## src/rtl/count_pkg.sv

```systemverilog
// Shared types and default widths for the counter enable sequencer and its benches.
package count_pkg;

    typedef enum logic {ST_IDLE, ST_RUN} ceg_state_t;

    localparam int CEG_DIV_W = 8;
    localparam int CEG_LEN_W = 5;

endpackage

```

## src/rtl/tick_prescaler.sv

```systemverilog
// Divides the clock by div_q+1: o_tick is high while the prescaler sits on div_q.
// Advances only when i_adv is high; load captures a new divisor and restarts the count.
module tick_prescaler
    import count_pkg::*;
#(
    parameter int DIV_W = CEG_DIV_W
) (
    input  logic             i_clock,
    input  logic             i_reset,
    input  logic             i_clear,
    input  logic             i_load,
    input  logic             i_adv,
    input  logic [DIV_W-1:0] i_div,
    output logic             o_tick
);

    logic [DIV_W-1:0] r_pre;
    logic [DIV_W-1:0] r_div_q;
    logic             w_tick;

    assign w_tick = (r_pre == r_div_q);
    assign o_tick = w_tick;

    always_ff @(posedge i_clock) begin
        if (i_reset) begin
            r_pre   <= '0;
            r_div_q <= '0;
        end else begin
            if (i_load) begin
                r_div_q <= i_div;
            end
            if (i_clear || i_load) begin
                r_pre <= '0;
            end else if (i_adv) begin
                r_pre <= w_tick ? '0 : r_pre + DIV_W'(1);
            end
        end
    end

endmodule

```

## src/rtl/count_enable_gen.sv

```systemverilog
// Emits registered one-cycle enable pulses every div+1 clocks for len pulses (0 = until stop).
// First enable follows the start edge by div+1 clocks; done rides on the final enable.
module count_enable_gen
    import count_pkg::*;
#(
    parameter int DIV_W = CEG_DIV_W,
    parameter int LEN_W = CEG_LEN_W
) (
    input  logic             i_clock,
    input  logic             i_reset,
    input  logic             i_start,
    input  logic             i_stop,
    input  logic [DIV_W-1:0] i_div,
    input  logic [LEN_W-1:0] i_len,
    output logic             o_enable,
    output logic             o_busy,
    output logic             o_done
);

    ceg_state_t       r_state;
    ceg_state_t       w_state_nxt;
    logic [LEN_W-1:0] r_cnt;
    logic [LEN_W-1:0] w_cnt_nxt;
    logic [LEN_W-1:0] w_cnt_inc;
    logic [LEN_W-1:0] r_len_q;
    logic [LEN_W-1:0] w_len_nxt;
    logic             r_enable;
    logic             r_busy;
    logic             r_done;
    logic             w_enable_nxt;
    logic             w_busy_nxt;
    logic             w_done_nxt;
    logic             w_accept;
    logic             w_run;
    logic             w_tick;

    assign w_run     = (r_state == ST_RUN);
    assign w_accept  = (r_state == ST_IDLE) && i_start && !i_stop;
    assign w_cnt_inc = r_cnt + LEN_W'(1);

    tick_prescaler #(
        .DIV_W (DIV_W)
    ) u_prescaler (
        .i_clock (i_clock),
        .i_reset (i_reset),
        .i_clear (w_run && i_stop),
        .i_load  (w_accept),
        .i_adv   (w_run && !i_stop),
        .i_div   (i_div),
        .o_tick  (w_tick)
    );

    always_comb begin
        w_state_nxt  = r_state;
        w_cnt_nxt    = r_cnt;
        w_len_nxt    = r_len_q;
        w_busy_nxt   = r_busy;
        w_enable_nxt = 1'b0;
        w_done_nxt   = 1'b0;
        case (r_state)
            ST_IDLE: begin
                if (w_accept) begin
                    w_state_nxt = ST_RUN;
                    w_busy_nxt  = 1'b1;
                    w_len_nxt   = i_len;
                    w_cnt_nxt   = '0;
                end
            end
            ST_RUN: begin
                // Stop outranks a terminal count landing on the same edge.
                if (i_stop) begin
                    w_state_nxt = ST_IDLE;
                    w_busy_nxt  = 1'b0;
                end else if (w_tick) begin
                    w_enable_nxt = 1'b1;
                    w_cnt_nxt    = w_cnt_inc;
                    if ((r_len_q != '0) && (w_cnt_inc == r_len_q)) begin
                        w_state_nxt = ST_IDLE;
                        w_busy_nxt  = 1'b0;
                        w_done_nxt  = 1'b1;
                    end
                end
            end
            default: begin
                w_state_nxt = ST_IDLE;
                w_busy_nxt  = 1'b0;
            end
        endcase
    end

    always_ff @(posedge i_clock) begin
        if (i_reset) begin
            r_state  <= ST_IDLE;
            r_cnt    <= '0;
            r_len_q  <= '0;
            r_enable <= 1'b0;
            r_busy   <= 1'b0;
            r_done   <= 1'b0;
        end else begin
            r_state  <= w_state_nxt;
            r_cnt    <= w_cnt_nxt;
            r_len_q  <= w_len_nxt;
            r_enable <= w_enable_nxt;
            r_busy   <= w_busy_nxt;
            r_done   <= w_done_nxt;
        end
    end

    assign o_enable = r_enable;
    assign o_busy   = r_busy;
    assign o_done   = r_done;

endmodule

```

## config.mk

```make
export PLATFORM = sky130hd
export DESIGN_NAME = count_enable_gen
export DESIGN_NICKNAME = d
export VERILOG_FILES = /design/src/rtl/count_pkg.sv /design/src/rtl/tick_prescaler.sv /design/src/rtl/count_enable_gen.sv
export SDC_FILE = /design/constraint.sdc
export NUM_CORES = 1
export LEC_CHECK = 0
export CAP_MARGIN = 40
export CORE_ASPECT_RATIO = 0.7
export CORE_UTILIZATION = 45
export CTS_CLUSTER_SIZE = 24
export DETAILED_ROUTE_END_ITERATION = 16
export PLACE_DENSITY = 0.68
export SLEW_MARGIN = 5
export SYNTH_ARGS = -nofsm -noshare
export SYNTH_HDL_FRONTEND = slang
export SYNTH_SLANG_ARGS = --single-unit
export TNS_END_PERCENT = 10
```

## constraint.sdc

```tcl
create_clock -name i_clock -period 2 [get_ports i_clock]
set_input_delay 0.4 -clock i_clock [delete_from_list [all_inputs] [get_ports i_clock]]
set_output_delay 0.4 -clock i_clock [all_outputs]
set_load 0.1 [all_outputs]
```

-- Yosys cells after proc, flatten, opt, wreduce, memory -nomap -nowiden
Index checks and enable logic that the tools add are counted.
- register bits after elaboration: 30
- bits of input ports: 17
- output and inout port bits: 3
- logic and storage cells: 50
- add/sub/neg operators: 2
- equality and inequality tests: 7
- mux-type cells: 17
- bitwise gates (word level): 2
- reduce and logical (&&, ||, !) cells: 14
- operator list (operator ; count):
    two-way mux 5 bit ; 3
    two-way mux 1 bit ; 10
    one-hot mux 5 bit (2 select lines) ; 1
    adder 8 x 1 -> 8 bit (second input constant) ; 1
    == test 8 bit ; 1
    two-way mux 8 bit ; 1
    inequality test 3 x 2 -> 1 bit (second input constant) ; 2
    AND reduction 3 bit ; 2
    adder 5 x 1 -> 5 bit (second input constant) ; 1
    == test 5 bit ; 1
    logical AND 1 bit ; 5
    nonzero test 5 bit ; 1
    inequality test 2 x 1 -> 1 bit (second input constant) ; 2
    one-hot mux 1 bit (2 select lines) ; 2
    OR reduction 4 bit ; 1
    OR reduction 3 bit ; 1
    inequality test 2 bit (second input constant) ; 1
    inverter 1 bit ; 2
    AND reduction 2 bit ; 1
    OR reduction 2 bit ; 1
    logical NOT 1 bit ; 1
    logical OR 1 bit ; 1

-- Logic depth before layout (Yosys ltp)
- depth in word-level cells: 7
- mapped depth: 7
- depth with buffers taken out: 6

-- Modules after synthesis
From an unflattened synthesis, not the netlist that was laid out.
- cells, all modules: 152
- area total of the unflattened synthesis: 1433.9 um2
- modules (own cells, without submodules) (module ; times used ; cells each ; area each (um2) ; seq. area each (um2)):
    tick_prescaler ; 1 ; 78 ; 745.7 ; 320.3
    count_enable_gen ; 1 ; 74 ; 688.2 ; 280.3

-- Worst setup path before layout
No wires, ideal clock.
- path type: reg2reg
- start: register u_prescaler.r_pre[3]
- end: register r_cnt[2]
- library setup time: 70 ps
- data arrival time: 1573 ps
- data required time: 1930 ps
- setup slack: 356 ps
- stages on the path, launching flop included: 8
- buffers on the path: 2
- period minus slack after synthesis: 1644 ps
- cells stage by stage: dfxtp_1 -> buf_6 -> xor2_1 -> nor4_2 -> nand3_1 -> buf_2 -> or3_1 -> a21oi_1
- word-level cells in the longest chain between the ends: 3
- RTL lines (item ; line ; text):
    start, declared ; tick_prescaler.sv:17 ; logic [DIV_W-1:0] r_pre;
    start signal, assigned ; tick_prescaler.sv:35 ; r_pre <= w_tick ? '0 : r_pre + DIV_W'(1);
    == test 8 bit ; tick_prescaler.sv:21 ; assign w_tick = (r_pre == r_div_q);
    inequality test 2 x 1 -> 1 bit (no source line) ; - ;
    AND reduction 3 bit (no source line) ; - ;
    end signal, assigned ; count_enable_gen.sv:101 ; r_cnt <= w_cnt_nxt;
    end, declared ; count_enable_gen.sv:22 ; logic [LEN_W-1:0] r_cnt;
No other way between the ends.
A chain may end at the register's enable or synchronous reset.

-- Worst setup path in the final report
- start: register r_len_q[2]
- end: register r_busy (netlist: o_busy)
- word-level cells in the longest chain between the ends: 4
- elaborated cells between the ends (all ways): 5
- those cells by class: eq/ne (2); reduce/logical (3)
- RTL lines (item ; line ; text):
    start, declared ; count_enable_gen.sv:25 ; logic [LEN_W-1:0] r_len_q;
    start signal, assigned ; count_enable_gen.sv:102 ; r_len_q <= w_len_nxt;
    == test 5 bit or nonzero test 5 bit (tied branches) ; count_enable_gen.sv:77 ; if ((r_len_q != '0) && (w_cnt_inc == r_len_q)) begin
    logical AND 1 bit (*) ; count_enable_gen.sv:77 ;
    inequality test 3 x 2 -> 1 bit (no source line) (*) ; - ;
    AND reduction 3 bit (no source line) (*) ; - ;
    end signal, assigned ; count_enable_gen.sv:104 ; r_busy <= w_busy_nxt;
    end, declared ; count_enable_gen.sv:28 ; logic r_busy;
Mark *: on every way between the ends. The rest lies on a longest branch, timed or not.

==> run summary <==
=====================================================================================
Outcome                                                                  finished clean
Final Max Slew Viols                                                                0
CP Data Required Time                                                         2.20 ns
Largest fanout on the critical path                                                 6
Sequential fraction of design power                                             0.484
Vias after detailed routing                                                     1,233
Period utilisation layout                                                       0.908
Reg-to-reg setup timing slack                                                 0.18 ns
Clock Sink Count                                                                   30
Die width                                                                     69.6 um
Latest clock arrival within the worst-skew pair                               0.29 ns
Final-layout setup total negative slack                                          0 ns
Mean instance size in the synthesized netlist                               8.26 um^2
Logic gate share of total power                                                 0.124
Arrival @ worst endpoint                                                      2.02 ns
Via count of the first global-routing pass                                      1,139
Post-DRT Antenna Nets                                                               0
Net count, final                                                                  218
Unrepaired setup endpoints after global routing                                 false
Final worst path period need                                                  1.82 ns
End point of the most critical hold path                                 u_prescaler.r_div_q[7]
FF-to-FF Start                                                             r_len_q[2]
CTS Buffer Depth                                                                    2
Number of enable-type register cells in the synthesized netlist                     0
Maximum operating frequency                                                   551 MHz
Switch Pwr                                                                   0.335 mW
Worst slew pin tran                                                          0.508 ns
Synthesized flop and latch total                                                   30
First-pass GRT wire length                                                    5150 um
Footprint of the flip-flops and latches                                      601 um^2
Part of the total power dissipated in the clock network                         0.392
Sum of net half-perimeters after detailed placement                           2240 um
Gate count after technology mapping                                               174
Cts-stage hold buffer count                                                         0
Maximum vdd drop                                                           0.000475 V
Aggregate routed wire length                                                  3130 um
Number of antenna cells inserted                                                    0
Prevailing post-synth register cell                                           dfxtp_1
Share of the core filled with cells                                             0.604
Count of routing violations after the opening detailed-route iteration             65
Remaining design rule violation count                                               0
Initial cell density of the core                                                0.492
Net Sw Frac                                                                     0.258
Setup violations, final                                                             0
Last weighted congestion value of the routability-driven placer                 0.861
Pin count of the biggest net entering global routing                               18
P_leak                                                                       0.707 nW
H-tree lvl count                                                                    2
Proportion of layout cells with a drive suffix above 1                         0.0950
Number of antenna violations at the first check in global routing                   0
Clk_skew                                                                    0.0104 ns
Cell at the root of the clock tree                                           clkbuf_8
WL/cell                                                                       13.3 um
Core region area                                                            2920 um^2
Number of placed I/O pins                                                          20
Sequential cell area fraction in the yosys report                               0.418
Worst reg2reg path endpoint                                                    o_busy
Critical path class                                                        reg -> reg
Post-synthesis cell type with the largest combined area                       dfxtp_1
Total of fill cells in the finished design                                        276
Number of buffer cells added on primary ports                                      19
Number of cells on the worst hold path                                              2
Number of buffers created by CTS                                                    5
Crit path launch type                                                       flip-flop
Power density cells                                                       736 nW/um^2
Maximum Capacitance Violations                                                      0
Detailed-routing iteration count for the pre-antenna-repair pass                    4
Number of vias per cell                                                          5.22
Total global-route track usage                                                  0.196
Number of gates resized after CTS                                                   0
Worst-path clk slew                                                           0.07 ns
Post-CTS setup-driven buffer insertion count                                        0
Hold violation total from the final report                                          0
Overflow after GRT                                                                  0
Type of the worst min-delay path                                           reg -> reg
Startpoint of the worst hold path                                        u_prescaler.r_div_q[7]
Internal power of the cells                                                  0.965 mW
Layout overhead on the synthesized area                                         22.9%
Syn Std Cell Area                                                           1440 um^2
Synth unique cells                                                                 34
Height of the die                                                             49.3 um
Type of destination of the critical path                                    flip-flop
Area of the multi-input gates                                                798 um^2
Worst R2R Path Depth                                                                5
Share of flip-flops with an asynchronous set or reset                               0
Worst slew slack as a fraction of its limit                                     0.658
Core Rows                                                                          16
Syn. warnings                                                                       0
Die area                                                                    3430 um^2
Synthesized netlist net count                                                     193
Synth top area share                                                            0.418
TritonCTS clock tree                                                            built
Largest cells by area after synthesis                                    dfxtp_1 (42%), nand2_1 (9.4%), xor2_1 (7.9%), a21oi_1 (7.0%), xnor2_1 (3.0%)
=====================================================================================
[power by group through the flow]
stage	clock, mW	sequential (mW)	combinational [mW]
finish	0.510	0.629	0.161
CTS	0.512	0.629	0.160
global route	0.544	0.632	0.175
detailed placement	0	0.642	0.159
global placement	0	0.642	0.155
floorplan	0	0.651	0.0847
[metal layers]
metal | vias up | track usage | routed length, um
li1 | 643 | - | -
met1 | 562 | 0.269 | 1670
met2 | 23 | 0.285 | 1280
met3 | 5 | 0.0620 | 139
met4 | 0 | 0.0816 | 38
met5 | - | 0 | 0
[flip-flops by register name, summed over array words and instances, names as in the netlist]
register,count
u_prescaler.r_pre,8
o_done,1
r_state,1
u_prescaler.r_div_q,8
r_cnt,5
o_busy,1
r_len_q,5
o_enable,1
[cells in the mapped netlist, types with 3 or more instances]
cell      count
nand2_1      36
dfxtp_1      30
a21oi_1      20
xor2_1       13
nor2_1       11
nand2b_1      6
o21ai_0       6
nand3_1       5
xnor2_1       5
clkbuf_1      4
nand4_1       3
nor2b_1       3
nor3_1        3
[worst max path at each step]
stage,slack (ns),from,endpoint,depth (start not counted)
finish,0.18,r_len_q[2],o_busy,5
CTS,0.23,u_prescaler.r_pre[4],r_cnt[2],5
global route,0.001,r_len_q[2],o_busy,5
global placement,0.21,i_stop,u_prescaler.r_pre[7],7
detailed placement,0.17,i_stop,u_prescaler.r_pre[7],7
floorplan,0.36,u_prescaler.r_pre[3],r_cnt[2],7
[cell families after synthesis]
| kind of cell | after synthesis | share of synthesized area |
|---|---|---|
| compound gates | 34 | 0.132 |
| xor+xnor | 18 | 0.110 |
| fa+ha+maj | 2 | 0.0174 |
| simple gates | 82 | 0.296 |
| buf+inv | 8 | 0.0270 |
| flops | 30 | 0.418 |
[per-stage QoR]
| step | cell area, um^2 | worst slack, ns | hold slack, ns | power (mW) | instances |
|---|---|---|---|---|---|
| final | 1770 | 0.184 | 0.474 | 1.30 | 236 |
| after global routing | 1770 | 0.00110 | 0.487 | 1.35 | 236 |
| after CTS | 1770 | 0.227 | 0.473 | 1.30 | 236 |
| after detailed placement | 1680 | 0.168 | 0.465 | 0.802 | 228 |
| after global placement | 1680 | 0.208 | 0.460 | 0.796 | 228 |
| after floorplan | 1440 | 0.356 | 0.448 | 0.736 | 174 |
[critical path, cell delays in order (launching register included)]
cell and delay (ns):
dfxtp_1 0.37, nor4_1 0.47, o21ai_0 0.21, a22oi_1 0.34
nor3_1 0.10, a211oi_1 0.23
[final cells by class]
class / instances / share of cell area
clock inverters: 1 / 0.00283
inverters: 1 / 0.00212
repair buffers: 25 / 0.129
well taps: 36 / 0.0255
clock buffers: 7 / 0.0489
multi-input cells: 136 / 0.452
flip-flops and latches: 30 / 0.340
[layout by cell type (no fill, tap or decap), types with 3 or more instances in the layout]
cell	n
nand2_1	36
clkdlybuf4s50_1	16
nor3_1	3
nor2_1	11
o21ai_0	6
xnor2_1	5
xor2_1	13
dfxtp_1	30
nand4_1	3
a21oi_1	20
buf_4	9
nor2b_1	3
nand2b_1	6
clkbuf_8	6
nand3_1	5
(Power assumes the default switching activity.)
